### src/rtl/llki_key_sender.sv
`timescale 1ns/1ps
`default_nettype none
// ============================================================================
// Module      : llki_key_sender
// Description : Transmitting end of the LLKI discrete key interface. Accepts
//               a load or clear command, fetches 64-bit key words from a key
//               RAM read port, hands them one at a time to a TSS-wrapped core
//               over the llkid_* signals and returns a completion status.
// Revision    : 1.0 - initial release
// ============================================================================
module llki_key_sender #(
  parameter int ADDR_W         = 8,
  parameter int TIMEOUT_CYCLES = 1024
) (
  input  logic              clk,
  input  logic              rst,
  // command channel
  input  logic              cmd_valid,
  output logic              cmd_ready,
  input  logic [1:0]        cmd_op,
  input  logic [ADDR_W-1:0] cmd_base_addr,
  input  logic [7:0]        cmd_num_words,
  // key RAM read port
  output logic              keyram_rd,
  output logic [ADDR_W-1:0] keyram_addr,
  input  logic [63:0]       keyram_rdata,
  // LLKI discrete interface to the core
  output logic [63:0]       llkid_key_data,
  output logic              llkid_key_valid,
  input  logic              llkid_key_ready,
  input  logic              llkid_key_complete,
  output logic              llkid_clear_key,
  input  logic              llkid_clear_key_ack,
  // response channel
  output logic              rsp_valid,
  output logic [1:0]        rsp_status,
  input  logic              rsp_ready,
  output logic              busy
);

  localparam int                 c_TMO_W    = $clog2(TIMEOUT_CYCLES) + 1;
  localparam logic [c_TMO_W-1:0] c_TMO_LAST = c_TMO_W'(TIMEOUT_CYCLES - 1);

  localparam logic [1:0] c_OP_LOAD  = 2'b01;
  localparam logic [1:0] c_OP_CLEAR = 2'b10;

  localparam logic [1:0] c_ST_OK    = 2'b00;
  localparam logic [1:0] c_ST_TMO   = 2'b01;
  localparam logic [1:0] c_ST_BAD   = 2'b10;
  localparam logic [1:0] c_ST_EARLY = 2'b11;

  typedef enum logic [2:0] {
    S_IDLE      = 3'd0,
    S_RD        = 3'd1,
    S_CAP       = 3'd2,
    S_SEND      = 3'd3,
    S_WAIT_CMPL = 3'd4,
    S_CLR       = 3'd5,
    S_RESP      = 3'd6
  } state_t;

  state_t              r_state;
  state_t              w_next_state;
  logic [1:0]          w_next_status;

  logic [ADDR_W-1:0]   r_base;
  logic [7:0]          r_count;
  logic [7:0]          r_idx;
  logic [c_TMO_W-1:0]  r_tmo;
  logic [63:0]         r_key_data;
  logic                r_key_valid;
  logic                r_clear_key;
  logic                r_rsp_valid;
  logic [1:0]          r_rsp_status;

  logic                w_accept;
  logic                w_last;
  logic                w_tmo_hit;
  logic                w_tmo_state;
  logic [ADDR_W+7:0]   w_addr_sum;

  // r_key_valid is high exactly in SEND, so it doubles as the SEND qualifier
  assign w_accept    = r_key_valid & llkid_key_ready;
  assign w_last      = ({1'b0, r_idx} + 9'd1) == {1'b0, r_count};
  assign w_tmo_hit   = (r_tmo == c_TMO_LAST);
  assign w_tmo_state = (r_state == S_SEND) || (r_state == S_WAIT_CMPL) || (r_state == S_CLR);

  // Address arithmetic is done wide and truncated so the base wraps mod 2^ADDR_W
  assign w_addr_sum  = {8'd0, r_base} + {{ADDR_W{1'b0}}, r_idx};

  assign cmd_ready          = (r_state == S_IDLE);
  assign busy               = (r_state != S_IDLE);
  assign keyram_rd          = (r_state == S_RD);
  assign keyram_addr        = (r_state == S_RD) ? w_addr_sum[ADDR_W-1:0] : '0;
  assign llkid_key_data     = r_key_data;
  assign llkid_key_valid    = r_key_valid;
  assign llkid_clear_key    = r_clear_key;
  assign rsp_valid          = r_rsp_valid;
  assign rsp_status         = r_rsp_status;

  // Next-state and response-status selection
  always_comb begin
    w_next_state  = r_state;
    w_next_status = r_rsp_status;
    case (r_state)
      S_IDLE: begin
        if (cmd_valid) begin
          if ((cmd_op == c_OP_LOAD) && (cmd_num_words != 8'd0)) begin
            w_next_state = S_RD;
          end else if (cmd_op == c_OP_CLEAR) begin
            w_next_state = S_CLR;
          end else begin
            w_next_state  = S_RESP;
            w_next_status = c_ST_BAD;
          end
        end
      end
      S_RD: begin
        if (llkid_key_complete) begin
          w_next_state  = S_RESP;
          w_next_status = c_ST_EARLY;
        end else begin
          w_next_state = S_CAP;
        end
      end
      S_CAP: begin
        if (llkid_key_complete) begin
          w_next_state  = S_RESP;
          w_next_status = c_ST_EARLY;
        end else begin
          w_next_state = S_SEND;
        end
      end
      S_SEND: begin
        // Final-word acceptance wins over a coincident complete
        if (w_accept && w_last) begin
          w_next_state = S_WAIT_CMPL;
        end else if (llkid_key_complete) begin
          w_next_state  = S_RESP;
          w_next_status = c_ST_EARLY;
        end else if (w_accept) begin
          w_next_state = S_RD;
        end else if (w_tmo_hit) begin
          w_next_state  = S_RESP;
          w_next_status = c_ST_TMO;
        end
      end
      S_WAIT_CMPL: begin
        if (llkid_key_complete) begin
          w_next_state  = S_RESP;
          w_next_status = c_ST_OK;
        end else if (w_tmo_hit) begin
          w_next_state  = S_RESP;
          w_next_status = c_ST_TMO;
        end
      end
      S_CLR: begin
        if (llkid_clear_key_ack) begin
          w_next_state  = S_RESP;
          w_next_status = c_ST_OK;
        end else if (w_tmo_hit) begin
          w_next_state  = S_RESP;
          w_next_status = c_ST_TMO;
        end
      end
      S_RESP: begin
        if (rsp_ready) begin
          w_next_state = S_IDLE;
        end
      end
      default: begin
        w_next_state = S_IDLE;
      end
    endcase
  end

  // State register and registered outputs decoded from the next state
  always_ff @(posedge clk or negedge rst) begin
    if (!rst) begin
      r_state      <= S_IDLE;
      r_key_valid  <= 1'b0;
      r_clear_key  <= 1'b0;
      r_rsp_valid  <= 1'b0;
      r_rsp_status <= c_ST_OK;
    end else begin
      r_state      <= w_next_state;
      r_key_valid  <= (w_next_state == S_SEND);
      r_clear_key  <= (w_next_state == S_CLR);
      r_rsp_valid  <= (w_next_state == S_RESP);
      r_rsp_status <= w_next_status;
    end
  end

  // Command latch and word index
  always_ff @(posedge clk or negedge rst) begin
    if (!rst) begin
      r_base  <= '0;
      r_count <= 8'd0;
      r_idx   <= 8'd0;
    end else if ((r_state == S_IDLE) && cmd_valid) begin
      r_base  <= cmd_base_addr;
      r_count <= cmd_num_words;
      r_idx   <= 8'd0;
    end else if ((r_state == S_SEND) && w_accept) begin
      r_idx   <= r_idx + 8'd1;
    end
  end

  // Wait-state timeout counter; restarts on every state change
  always_ff @(posedge clk or negedge rst) begin
    if (!rst) begin
      r_tmo <= '0;
    end else if (w_next_state != r_state) begin
      r_tmo <= '0;
    end else if (w_tmo_state) begin
      r_tmo <= r_tmo + c_TMO_W'(1);
    end
  end

  // Capture the RAM word returned for the read issued in RD
  always_ff @(posedge clk or negedge rst) begin
    if (!rst) begin
      r_key_data <= 64'd0;
    end else if (r_state == S_CAP) begin
      r_key_data <= keyram_rdata;
    end
  end

endmodule
`default_nettype wire
### config.mk
export PLATFORM = sky130hd
export DESIGN_NAME = llki_key_sender
export DESIGN_NICKNAME = d
export VERILOG_FILES = /design/src/rtl/llki_key_sender.sv
export SDC_FILE = /design/constraint.sdc
export NUM_CORES = 1
export LEC_CHECK = 0
export BUFFER_PORTS_ARGS = -buffer_cell sky130_fd_sc_hd__buf_2
export CORE_MARGIN = 5
export CORE_UTILIZATION = 52
export CTS_BUF_LIST = sky130_fd_sc_hd__clkbuf_4 sky130_fd_sc_hd__clkbuf_8
export CTS_CLUSTER_DIAMETER = 30
export CTS_CLUSTER_SIZE = 40
export DETAILED_ROUTE_END_ITERATION = 10
export GPL_ROUTABILITY_DRIVEN = 1
export PLACE_DENSITY = 0.91
export SYNTH_ARGS = -nofsm -noshare
export SYNTH_HDL_FRONTEND = slang
export SYNTH_SLANG_ARGS = --single-unit
### constraint.sdc
create_clock -name clk -period 2.9 [get_ports clk]
set_input_delay 0.29 -clock clk [delete_from_list [all_inputs] [get_ports clk]]
set_output_delay 0.29 -clock clk [all_outputs]
set_load 0.05 [all_outputs]
* Yosys cells after proc, flatten, opt, wreduce, memory -nomap -nowiden
Cells that the tools add are included.
** Cells by class
- Divide/modulo/power cells :: 0
- Reductions and logical operators :: 14
- Bitwise gates (word level) :: 1
- $add $sub $neg :: 4
- $mul :: 0
- Magnitude comparators :: 0
- Shift-type cells :: 0
- Equal/unequal tests :: 20
- Muxes and demuxes :: 29
** Operators by type and width (number)
- 3-bit 2-to-1 mux :: 11
- 8-bit 2-to-1 mux :: 3
- 11-bit 2-to-1 mux :: 2
- 2-bit 2-to-1 mux :: 11
- 3-bit one-hot mux with 7 select lines :: 1
- 3-bit equality test (second input constant) :: 5
- 11-bit by 1-bit adder with 11-bit output (second input constant) :: 1
- 11-bit by 10-bit equality test with 1-bit output (second input constant) :: 1
- 2-bit one-hot mux with 5 select lines :: 1
- 8-bit by 1-bit adder with 9-bit output (second input constant) :: 1
- 3-bit by 2-bit equality test with 1-bit output (second input constant) :: 3
- 9-bit by 8-bit equality test with 1-bit output :: 1
- 8-bit by 1-bit adder with 8-bit output (second input constant) :: 1
- 8-bit adder :: 1
- 2-bit != test (second input constant) :: 4
- 8-bit nonzero test :: 1
- 7-bit AND reduction :: 1
- 5-bit nonzero test :: 1
- 1-bit logical AND :: 4
- 2-bit nonzero test :: 2
- 3-bit by 1-bit equality test with 1-bit output (second input constant) :: 1
- 3-bit logical NOT :: 1
- 3-bit != test :: 1
- 3-bit != test (second input constant) :: 1
- 7 further kinds :: 8
** Storage, ports and cells
- Word-level logic and storage cells :: 78
- Memory bits (writable) :: 0
- Output and inout port bits :: 80
- Latch bits :: 0
- Register bits :: 107
- ROM bits :: 0
- Memories :: 0
- Input bits :: 89

* Depth between registers and ports, before layout
- Word-level depth :: 8
- Gate-level depth with buffers :: 10
- Depth with buffers taken out :: 8

* Worst setup path before layout
OpenSTA, ideal clock, no wires.
- Path type :: flip-flop to output port
- Start :: reg r_idx[0]
- End :: out keyram_addr[6]
- Path slack :: 181 ps
- Data required time :: 2610 ps
- Arrival time :: 2429 ps
- Path buffers :: 0
- Cell stages (with the launch flop) :: 9
- Path through :: dfrtp_1 -> ha_1 -> fa_1 -> a21o_1 -> a21o_1 -> a21o_1 -> a21oi_1 -> xor2_1 -> nor2_1
** Between the ends
- Cells in the longest elaborated chain, start to end :: 2
** RTL lines
- start: declaration :: RTL line 68 : logic [7:0] r_idx;
- start signal: assignment :: RTL line 205 : r_idx <= r_idx + 8'd1;
- 8-bit adder :: RTL line 89 : assign w_addr_sum = {8'd0, r_base} + {{ADDR_W{1'b0}}, r_idx};
- 8-bit 2-to-1 mux :: RTL line 94 : assign keyram_addr = (r_state == S_RD) ? w_addr_sum[ADDR_W-1:0] : '0;
- end: declaration :: RTL line 25 : output logic [ADDR_W-1:0] keyram_addr,
No other way between the ends.

* Worst setup path in the final report
- Start :: reg r_base[0]
- End :: out keyram_addr[6]
** Between the ends
- Cells in the longest elaborated chain, start to end :: 2
** RTL lines
- start: declaration :: RTL line 66 : logic [ADDR_W-1:0] r_base;
- start signal: assignment :: RTL line 201 : r_base <= cmd_base_addr;
- 8-bit adder :: RTL line 89
- 8-bit 2-to-1 mux :: RTL line 94
No other way between the ends.

==> summary.md <==
| Metric | Value |
|---|---|
| Run status | `complete, no violations` |
| Global-route wire length before repair | `19.9 mm` |
| Yosys top cell by area | `sky130_fd_sc_hd__dfrtp_1` |
| Least setup slack across all paths after layout | `115 ps` |
| Leakage power | `3.09 nW` |
| Clock skew after layout | `between 10 and 15 ps` |
| Buffer cell driving the clock tree root | `sky130_fd_sc_hd__clkbuf_8` |
| Die Area | `0.0119 mm²` |
| CTS clk-pin slew, worst paths | `100 ps` |
| Total core area | `between 0.009 and 0.01 mm²` |
| Vias per cell | `5.46` |
| Number of enable-type register cells in the synthesized netlist | `0` |
| Critical Path RT | `2610 ps` |
| Sequential cell area fraction in the yosys report | `0.523` |
| Fin util | `0.651` |
| Setup violators final | `0` |
| Number of I/O port buffers | `168` |
| Power per unit of standard cell area | `~1300 mW/mm²` |
| Die boundary width | `109 µm` |
| Remaining number of nets flagged by the antenna check after routing | `0` |
| Clock net sink count | `107` |
| Top cell type's share of synthesized area | `0.523` |
| Detailed-router iteration count before antenna repair | `6` |
| Rel. slew slack | `0.565` |
| Area occupied by multi-input gates | `0.00229 mm²` |
| Hold Fails Final Rpt | `0` |
| Mean area per synthesized cell | `11.3 µm²` |
| Wirelength per Cell | `16.9 µm` |
| Fill cell count | `around 760` |
| Inserted Diodes | `0` |
| Clock latency of the later-clocked register in the worst-skew pair | `380 ps` |
| Maximum root-to-sink buffer count | `2` |
| Number of levels in the clock H-tree | `3` |
| Y dimension of the die | `approximately 110 µm` |
| Data arrival time of the worst path | `2500 ps` |
| Synthesized instance count | `454` |
| Total power draw | `7.92 mW` |
| DRC marker count from the first detailed-route iteration | `438` |
| Max Freq | `359 MHz` |
| Clock buffers created by TritonCTS | `9` |
| Sequential Area | `0.00268 mm²` |
| Worst-Margin Slew | `652 ps` |
| Via count of the first global-routing pass | `around 4,000` |
| Detailed-placement wirelength estimate | `9.60 mm` |
| Antenna violations before repair | `0` |
| Layout Area Growth over Synthesis | `23.2%` |
| FFs w/ async S/R, synth | `1.00` |
| CTS tree | `yes` |
| Net count after synthesis | `about 550` |
| IR Drop Worst-Case VDD | `1.05 mV` |
| Setup crit end kind | `primary output` |
| DRC viols | `0` |
| Worst hold margin | `just over 100 ps` |
| Most frequent standard cell in the layout excluding fill and tap cells | `sky130_fd_sc_hd__buf_2` |
| Post-detailed-routing wire length | `roughly 13 mm` |
| Yosys cell types | `54` |
| Max-cap violation count | `0` |
| Minimum setup slack after placement | `298 ps` |
| Final global-route overflow total | `0` |
| Flop and latch count out of synthesis | `107` |
| Largest net degree at the start of global routing | `65` |
| Layout net count | `718` |
| Fraction of final layout cells sized beyond drive strength 1 | `0.435` |
| All-layer global routing usage | `0.214` |
| Post-synthesis cell area | `between 0.005 and 0.006 mm²` |
| Ratio of final minimum period to clock period | `0.960` |
| Minimum period implied by the final worst setup slack | `2790 ps` |
| Commonest cells after routing, fill and taps aside | `sky130_fd_sc_hd__buf_2 (165), sky130_fd_sc_hd__dfrtp_1 (105), sky130_fd_sc_hd__nand2_1 (69)` |
| Initial Util | `0.529` |
| CP max FO | `2` |
| Top-Level Pins | `169` |
| Hold Crit Class | `input pin to flop` |
| Number of warnings printed during yosys synthesis | `0` |
| Slew Limit Fails | `0` |
| Std cell rows | `36` |
| Type of the setup path with the least slack | `flop to primary output` |
| Most used flip-flop cell after synthesis | `sky130_fd_sc_hd__dfrtp_1` |
| Setup TNS after final layout | `0 ps` |
| Nature of the critical path startpoint | `flop` |
| Vias after detailed routing | `4,127` |
| Routability cong. | `0.990` |
| Dominant cells by area after synthesis | `sky130_fd_sc_hd__dfrtp_1 (52%), sky130_fd_sc_hd__mux2_2 (14%), sky130_fd_sc_hd__nand2_1 (5.1%)` |
## kinds of logic after synthesis
kind of cell / synth area share
DFF: 0.523
buffers and inverters: 0.0323
AOI/OAI and AO/OA: 0.0826
adders and majority gates: 0.0259
xor gates and xnor gates: 0.0462
and+or+nand+nor: 0.141
muxes: 0.149
## cells in the mapped netlist, types with 3 or more instances
cell and n:
sky130_fd_sc_hd__a21o_1 5, sky130_fd_sc_hd__a21oi_1 15, sky130_fd_sc_hd__and2_1 5, sky130_fd_sc_hd__buf_2 11, sky130_fd_sc_hd__buf_4 3, sky130_fd_sc_hd__buf_6 3, sky130_fd_sc_hd__clkbuf_1 3, sky130_fd_sc_hd__dfrtp_1 107
sky130_fd_sc_hd__ha_1 9, sky130_fd_sc_hd__inv_1 9, sky130_fd_sc_hd__mux2_2 65, sky130_fd_sc_hd__mux2i_1 3, sky130_fd_sc_hd__nand2_1 69, sky130_fd_sc_hd__nand2b_1 5, sky130_fd_sc_hd__nand3_1 8, sky130_fd_sc_hd__nand4_1 5
sky130_fd_sc_hd__nor2_1 24, sky130_fd_sc_hd__nor2b_1 4, sky130_fd_sc_hd__nor3_1 12, sky130_fd_sc_hd__nor4_1 3, sky130_fd_sc_hd__o21ai_0 16, sky130_fd_sc_hd__o31ai_1 4, sky130_fd_sc_hd__xnor2_1 14, sky130_fd_sc_hd__xor2_1 13
## worst max-delay path: stages, from the launching register on
cell                      delay [ps]
sky130_fd_sc_hd__dfrtp_1         390
sky130_fd_sc_hd__ha_1            230
sky130_fd_sc_hd__fa_2            360
sky130_fd_sc_hd__a21o_1          180
sky130_fd_sc_hd__a21o_1          200
sky130_fd_sc_hd__a21o_1          200
sky130_fd_sc_hd__a21oi_2         160
sky130_fd_sc_hd__xor2_1          160
sky130_fd_sc_hd__nor2_1           70
sky130_fd_sc_hd__buf_6           170
## stage by stage
stage,cells,cell area [µm²]
floorplan,454,5120
global placement,738,6060
detailed placement,738,6060
CTS,755,6280
global route,756,6310
finish,756,6310
## final timing paths
path                                  start            endpoint  slack, ps  cells after the start
hold / removal             cmd_base_addr[0]           r_base[0]        100                      3
hold reg to reg                   r_base[5]           r_base[5]        500                      2
setup reg to reg                   r_idx[0]            r_tmo[6]        240                      9
setup / recovery                  r_base[0]      keyram_addr[6]        110                      9
max in group asynchronous               rst            r_idx[1]       1680                      3
min in group asynchronous               rst  llkid_key_data[58]        470                      2
## state kept, by name (all words and copies together), names as in the netlist
| register | cells |
|---|---|
| r_tmo | 11 |
| llkid_key_data | 64 |
| r_idx | 8 |
| r_count | 8 |
| rsp_status | 2 |
| llkid_key_valid | 1 |
| r_base | 8 |
| llkid_clear_key | 1 |
| rsp_valid | 1 |
| r_state | 3 |
## layout make-up
type	instances	area share
timing repair buffer	176	0.150
multi-input combinational	316	0.363
clock inverter	6	0.0111
inverter	9	0.00536
clock buffer	9	0.0196
tap	133	0.0264
sequential	107	0.425
## power breakdown
| part | leakage (nW) | total, mW | internal, mW | switching [mW] |
|---|---|---|---|---|
| clock | 0.100 | 0.932 | 0.404 | 0.528 |
| combinational | 1.68 | 4.44 | 1.38 | 3.07 |
| sequential | 1.31 | 2.55 | 2.13 | 0.423 |
## what timing repair did
| action | CTS | global route |
|---|---|---|
| hold buffers | 1 | 0 |
| endpoints found under the setup margin | 1 | 2 |
| setup buffers | 1 | 1 |
| resized for setup | 2 | 8 |
| endpoints found under the hold margin | 50 | 0 |
## metal layers
layer	global-route usage	up-vias	part of all wire
met5	0	-	0
met4	0.0623	0	0.020
met3	0.0734	32	0.079
met2	0.373	177	0.53
met1	0.251	2007	0.37
li1	-	1911	-
Power figures use the tool's default switching activity.
